File: src/rtl/gshare_predictor_pkg.sv
`default_nettype none
// ============================================================================
// Module      : gshare_predictor_pkg
// Description : Shared types, opcode constants and immediate extraction
//               helpers for the gshare branch direction predictor.
// Revision    : 1.0 - initial release
// ============================================================================
package gshare_predictor_pkg;

    typedef logic [31:0] addr_t;
    typedef logic [31:0] inst_t;
    typedef logic [6:0]  opcode_t;

    localparam int      c_OPCODE_MSB  = 6;
    localparam int      c_OPCODE_LSB  = 0;
    localparam opcode_t c_OPCODE_JAL  = 7'b1101111;
    localparam opcode_t c_OPCODE_BR   = 7'b1100011;
    localparam opcode_t c_OPCODE_JALR = 7'b1100111;

    localparam logic c_TRUE  = 1'b1;
    localparam logic c_FALSE = 1'b0;

    typedef enum logic [1:0] {
        INST_OTHER = 2'd0,
        INST_JAL   = 2'd1,
        INST_BR    = 2'd2,
        INST_JALR  = 2'd3
    } inst_kind_e;

    function automatic opcode_t get_opcode(input inst_t inst);
        return inst[c_OPCODE_MSB:c_OPCODE_LSB];
    endfunction

    function automatic inst_kind_e decode_kind(input inst_t inst);
        inst_kind_e kind;
        case (get_opcode(inst))
            c_OPCODE_JAL:  kind = INST_JAL;
            c_OPCODE_BR:   kind = INST_BR;
            c_OPCODE_JALR: kind = INST_JALR;
            default:       kind = INST_OTHER;
        endcase
        return kind;
    endfunction

    function automatic addr_t imm_j(input inst_t inst);
        return {{12{inst[31]}}, inst[19:12], inst[20], inst[30:21], 1'b0};
    endfunction

    function automatic addr_t imm_b(input inst_t inst);
        return {{20{inst[31]}}, inst[7], inst[30:25], inst[11:8], 1'b0};
    endfunction

endpackage
`default_nettype wire

File: src/rtl/gshare_predictor_sat_counter.sv
`default_nettype none
// ============================================================================
// Module      : sat_counter_next
// Description : Next-state function of a CNT_W-bit saturating up/down
//               counter; holds at all-ones on increment and zero on decrement.
// Revision    : 1.0 - initial release
// ============================================================================
module sat_counter_next
    import gshare_predictor_pkg::*;
#(
    parameter int CNT_W = 2
) (
    input  logic [CNT_W-1:0] i_cnt,
    input  logic             i_inc,
    output logic [CNT_W-1:0] o_cnt
);

    localparam logic [CNT_W-1:0] c_CNT_MAX = '1;
    localparam logic [CNT_W-1:0] c_CNT_MIN = '0;

    always_comb begin
        o_cnt = i_cnt;
        if (i_inc == c_TRUE) begin
            if (i_cnt != c_CNT_MAX) begin
                o_cnt = i_cnt + CNT_W'(1);
            end
        end else if (i_cnt != c_CNT_MIN) begin
            o_cnt = i_cnt - CNT_W'(1);
        end
    end

endmodule
`default_nettype wire

File: src/rtl/gshare_predictor.sv
`default_nettype none
// ============================================================================
// Module      : gshare_predictor
// Description : Conditional branch direction predictor. Saturating counter
//               table indexed by PC xor speculative global history (or PC
//               alone in bimodal mode), with ROB-driven history repair.
// Revision    : 1.0 - initial release
// ============================================================================
module gshare_predictor
    import gshare_predictor_pkg::*;
#(
    parameter int INDEX_LEN = 8,
    parameter int CNT_W     = 2,
    parameter int GHR_LEN   = 8,
    parameter int GSHARE    = 1
) (
    input  logic               clk,
    input  logic               rst,
    input  logic               query_valid,
    input  logic [31:0]        query_pc,
    input  logic [31:0]        query_inst,
    output logic               predicted_jump,
    output logic [31:0]        predicted_imm,
    output logic [GHR_LEN-1:0] predicted_ghr,
    input  logic               upd_valid,
    input  logic [31:0]        upd_pc,
    input  logic [GHR_LEN-1:0] upd_ghr,
    input  logic               upd_taken,
    input  logic               upd_mispredict,
    output logic [31:0]        stat_branches,
    output logic [31:0]        stat_mispredicts
);

    localparam int               c_ENTRIES   = 1 << INDEX_LEN;
    localparam logic [CNT_W-1:0] c_CNT_RESET = CNT_W'((1 << (CNT_W - 1)) - 1);
    localparam logic [31:0]      c_STAT_MAX  = 32'hFFFF_FFFF;

    logic [CNT_W-1:0]     r_table_q [c_ENTRIES];
    logic [GHR_LEN-1:0]   r_ghr_q;
    logic [GHR_LEN-1:0]   w_ghr_d;
    logic [31:0]          r_branches_q;
    logic [31:0]          w_branches_d;
    logic [31:0]          r_mispredicts_q;
    logic [31:0]          w_mispredicts_d;

    logic [INDEX_LEN-1:0] w_q_ghr_ext;
    logic [INDEX_LEN-1:0] w_u_ghr_ext;
    logic [INDEX_LEN-1:0] w_q_idx;
    logic [INDEX_LEN-1:0] w_u_idx;
    logic [CNT_W-1:0]     w_q_cnt;
    logic [CNT_W-1:0]     w_u_cnt;
    logic [CNT_W-1:0]     w_u_cnt_d;
    logic [GHR_LEN-1:0]   w_ghr_spec;
    logic [GHR_LEN-1:0]   w_ghr_repair;
    inst_kind_e           w_kind;
    logic                 w_is_br;
    logic                 w_repair;
    logic                 w_unused;

    // History is zero-extended into the upper index bits when shorter.
    always_comb begin
        w_q_ghr_ext                = '0;
        w_q_ghr_ext[GHR_LEN-1:0]   = r_ghr_q;
        w_u_ghr_ext                = '0;
        w_u_ghr_ext[GHR_LEN-1:0]   = upd_ghr;
    end

    generate
        if (GSHARE != 0) begin : g_gshare_idx
            assign w_q_idx = query_pc[INDEX_LEN+1:2] ^ w_q_ghr_ext;
            assign w_u_idx = upd_pc[INDEX_LEN+1:2] ^ w_u_ghr_ext;
        end else begin : g_bimodal_idx
            assign w_q_idx = query_pc[INDEX_LEN+1:2];
            assign w_u_idx = upd_pc[INDEX_LEN+1:2];
        end
    endgenerate

    always_comb begin
        w_kind         = decode_kind(query_inst);
        w_is_br        = (w_kind == INST_BR);
        w_q_cnt        = r_table_q[w_q_idx];
        predicted_jump = c_FALSE;
        predicted_imm  = imm_b(query_inst);
        case (w_kind)
            INST_JAL: begin
                predicted_jump = c_TRUE;
                predicted_imm  = imm_j(query_inst);
            end
            INST_BR: begin
                predicted_jump = w_q_cnt[CNT_W-1];
            end
            default: begin
                predicted_jump = c_FALSE;
            end
        endcase
    end

    assign predicted_ghr = r_ghr_q;

    generate
        if (GHR_LEN > 1) begin : g_ghr_shift
            assign w_ghr_spec   = {r_ghr_q[GHR_LEN-2:0], predicted_jump};
            assign w_ghr_repair = {upd_ghr[GHR_LEN-2:0], upd_taken};
        end else begin : g_ghr_bit
            assign w_ghr_spec   = predicted_jump;
            assign w_ghr_repair = upd_taken;
        end
    endgenerate

    assign w_u_cnt = r_table_q[w_u_idx];

    sat_counter_next #(
        .CNT_W (CNT_W)
    ) u_sat_counter_next (
        .i_cnt (w_u_cnt),
        .i_inc (upd_taken),
        .o_cnt (w_u_cnt_d)
    );

    assign w_repair = upd_valid & upd_mispredict;

    // A repair wins over the speculative shift of the same cycle.
    always_comb begin
        w_ghr_d = r_ghr_q;
        if (w_repair) begin
            w_ghr_d = w_ghr_repair;
        end else if (query_valid && w_is_br) begin
            w_ghr_d = w_ghr_spec;
        end

        w_branches_d = r_branches_q;
        if (upd_valid && (r_branches_q != c_STAT_MAX)) begin
            w_branches_d = r_branches_q + 32'd1;
        end

        w_mispredicts_d = r_mispredicts_q;
        if (w_repair && (r_mispredicts_q != c_STAT_MAX)) begin
            w_mispredicts_d = r_mispredicts_q + 32'd1;
        end
    end

    always_ff @(posedge clk) begin
        if (rst) begin
            for (int i = 0; i < c_ENTRIES; i++) begin
                r_table_q[i] <= c_CNT_RESET;
            end
            r_ghr_q         <= '0;
            r_branches_q    <= '0;
            r_mispredicts_q <= '0;
        end else begin
            if (upd_valid) begin
                r_table_q[w_u_idx] <= w_u_cnt_d;
            end
            r_ghr_q         <= w_ghr_d;
            r_branches_q    <= w_branches_d;
            r_mispredicts_q <= w_mispredicts_d;
        end
    end

    assign stat_branches    = r_branches_q;
    assign stat_mispredicts = r_mispredicts_q;

    assign w_unused = ^{query_pc[31:INDEX_LEN+2], query_pc[1:0],
                        upd_pc[31:INDEX_LEN+2], upd_pc[1:0],
                        w_q_ghr_ext, w_u_ghr_ext};

endmodule
`default_nettype wire

File: config.mk
export PLATFORM = sky130hd
export DESIGN_NAME = gshare_predictor
export DESIGN_NICKNAME = d
export VERILOG_FILES = /design/src/rtl/gshare_predictor_pkg.sv /design/src/rtl/gshare_predictor_sat_counter.sv /design/src/rtl/gshare_predictor.sv
export SDC_FILE = /design/constraint.sdc
export NUM_CORES = 1
export LEC_CHECK = 0
export ABC_AREA = 1
export BUFFER_PORTS_ARGS = -buffer_cell sky130_fd_sc_hd__clkbuf_2
export CAP_MARGIN = 30
export CORE_AREA = 5 5 295 297
export DETAILED_ROUTE_END_ITERATION = 16
export DIE_AREA = 0 0 300 302
export PLACE_DENSITY = 0.54
export SYNTH_ARGS = -nofsm -noshare
export SYNTH_HDL_FRONTEND = slang
export SYNTH_SLANG_ARGS = --single-unit
File: constraint.sdc
create_clock -name clk -period 4.2 [get_ports clk]
set_input_delay 0.84 -clock clk [delete_from_list [all_inputs] [get_ports clk]]
set_output_delay 0.84 -clock clk [all_outputs]
set_load 0.05 [all_outputs]
==> results.json <==
{
  "crit_required_ns": 3.36,
  "setup_violations": 0,
  "register_area_um2": 16800,
  "syn_avg_cell_area_um2": 7.49,
  "worst_slew_pin_slew_ns": 0.986,
  "synthTopCellsByArea": "edfxtp_1, nor2_1, nand2_1, nand3_1, inv_1",
  "cts_made_buffers": 71,
  "peakVddDrop_mv": 0.257,
  "fin_crit_ns": 4.04,
  "wl_mm": 122,
  "hpwl_mm": 77.8,
  "status": "completed",
  "hold_class": "reg2reg",
  "die_w_um": 300,
  "netlist_area_um2": 33400,
  "cts_root_buf": "clkbuf_16",
  "tns_ns": 0,
  "path_max_fanout": 9,
  "chipHeight_um": 302,
  "drt-pass1-iter-count": 7,
  "io_pins": 215,
  "worstSetupEndpointType": "primary output",
  "fp.coreArea_um2": 84300,
  "seq_area_frac_synth_pct": 50.4,
  "syn_to_final_growth_pct": 16.9,
  "place_congestion": 0.870,
  "via_per_inst": 5.33,
  "hold_end": "stat_branches[4]",
  "fillers": 8365,
  "synth_seq_cells": 584,
  "multiInputGateArea_um2": 12900,
  "r2r_setup_slack_ns": 1.44,
  "cts_tree": "built",
  "design.die.area_um2": 90600,
  "reg2reg_from": "r_table_q[167][0]",
  "grt_max_degree": 81,
  "p_leak_uw": 0.0151,
  "rsz0062_at_grt": "no",
  "fin_nets": 4703,
  "clockBufferDepth": 3,
  "antenna_found_initial": 3,
  "p_total_uw": 15700,
  "max-slew-margin-rel_pct": 34.3,
  "holdCritStartpoint": "stat_branches[4]",
  "whs_path_depth": 2,
  "crit_path_start_kind": "register",
  "rows": 107,
  "yosysUniqueCellTypes": 40,
  "reg2regPathDepth": 18,
  "synth_most_common_cell": "nor2_1",
  "grt.total_usage_pct": 26.3,
  "clock-sinks": 584,
  "clk_pin_slew_worst_paths_ns": 0.06,
  "clk_latency_ns": 0.63,
  "drt-initial-drc-count": 3146,
  "ant_nets": 0,
  "synth_edf_count": 512,
  "cts_setup_buffers": 0,
  "synth_ff_type": "edfxtp_1",
  "gr-total-overflow": 0,
  "drc": 0,
  "yosysTopAreaCell": "edfxtp_1",
  "reg2reg_to": "r_table_q[185][0]",
  "grt_pass1_vias": 28800,
  "port_buffers": 153,
  "worstPathArrival_ns": 3.20,
  "synth_top_area_share_pct": 46.0,
  "fmax_mhz": 248,
  "ys_warn_count": 0,
  "grt_pass1_wl_mm": 180,
  "fin_worst_skew_ns": 0.0314,
  "finalCritPeriodShare_pct": 96.1,
  "start_util_pct": 39.6,
  "drive_above_1_share_pct": 10.3,
  "synthCells": 4457,
  "syn_nets": 4571,
  "post_drt_wl_per_cell_um": 21.2,
  "crit_type": "reg2out",
  "hold_violations": 0,
  "drv_slew": 0,
  "power_density_nw_per_um2": 402,
  "ys_top_cells_by_count": "nor2_1, nand2_1, inv_1",
  "cap_violations": 0,
  "ys_async_sr_fraction_pct": 0,
  "via_count": 30600,
  "htreeDepth": 3
}
## worst max-delay path by stage
stage / slack (ns) / startpoint / end
2_1_floorplan: 0.15 / query_pc[2] / predicted_jump
3_3_place_gp: 0.03 / upd_ghr[0] / r_table_q[216][0]
3_5_place_dp: 0.03 / upd_ghr[0] / r_table_q[217][0]
4_1_cts: 0.003 / predicted_ghr[1] / predicted_jump
5_1_grt: 0.009 / predicted_ghr[0] / predicted_jump
6_report: 0.16 / predicted_ghr[0] / predicted_jump
## placed cells by master, fill, tap and decap left out, types with 49 or more instances in the layout
master     count
nor2_1      1023
edfxtp_1     512
o21ai_0      108
a22oi_1       49
nand2_1      927
a21oi_1       68
clkbuf_2     152
clkbuf_16     71
nand3_1      523
dfxtp_1       71
buf_4        107
inv_1        647
o22ai_1       53
buf_12        79
## cells by family (layout without fill, tap and decap cells)
family	after synthesis	count (layout)	synth area share [%]
compound gates	315	315	5.53
simple gates	2581	2581	31.6
xor+xnor	28	28	0.779
fa+ha+maj	4	4	0.150
flops	584	584	50.4
buf+inv	944	1133	11.6
other cells	1	4	0.0112
## repair_timing
item                                    CTS  global route
hold buffers                              0             0
resized for setup                         3             4
hold endpoints to repair                  0             0
pin swaps                                 0             0
endpoints found under the setup margin    1             1
## sequential cells by signal, indices dropped and copies added (netlist names)
name,flops
predicted_ghr,8
r_table_q,512
stat_branches,32
stat_mispredicts,32
## worst max-delay path, stage by stage, from the launching register on
cell,delay (ns)
dfxtp_1,0.32
buf_4,0.15
nand2_1,0.12
nand2_4,0.13
buf_12,0.18
buf_4,0.15
o21ai_0,0.14
nand2_1,0.07
nand3_1,0.06
nand3_1,0.11
nand3_1,0.16
nand3_1,0.13
nand3_1,0.11
nand3_1,0.08
nand2_2,0.17
nand2_1,0.11
a21oi_2,0.19
buf_12,0.16
## area by class of cell
cell class | count | area share, %
Sequential cell | 584 | 43.1
Inverter | 662 | 6.39
Clock buffer | 85 | 4.69
Multi-Input combinational cell | 2929 | 33.0
Timing Repair Buffer | 341 | 8.19
Clock inverter | 45 | 1.14
Antenna cell | 3 | 0.0192
Tap cell | 1090 | 3.49
## where the power goes
part,internal [uW],switching (uW)
logic,921,2200
registers,6410,55.8
clock network,3560,2560
## layer usage
| metal | share of wire [%] | track usage, % | up-vias | wire, um |
|---|---|---|---|---|
| met2 | 46 | 43.0 | 1355 | 56600 |
| met4 | 3.2 | 8.70 | 2 | 3960 |
| li1 | - | - | 14500 | - |
| met5 | 0.0099 | 0 | - | 12 |
| met3 | 9.3 | 4.65 | 220 | 11300 |
| met1 | 41 | 35.6 | 14500 | 49900 |
## per-stage QoR
step / instances / cell area, um2 / worst slack, ns / utilization [%] / hold slack, ns
floorplan: 4457 / 33400 / 0.150 / - / 0.685
global placement: 5605 / 36700 / 0.0286 / 43.5 / 0.466
detailed placement: 5605 / 36700 / 0.0268 / 43.5 / 0.479
CTS: 5735 / 39000 / 0.00349 / 46.2 / 0.481
global route: 5736 / 39000 / 0.00929 / 46.3 / 0.518
finish: 5739 / 39000 / 0.163 / 46.3 / 0.485
No activity file was read; power rests on OpenSTA's default activity.
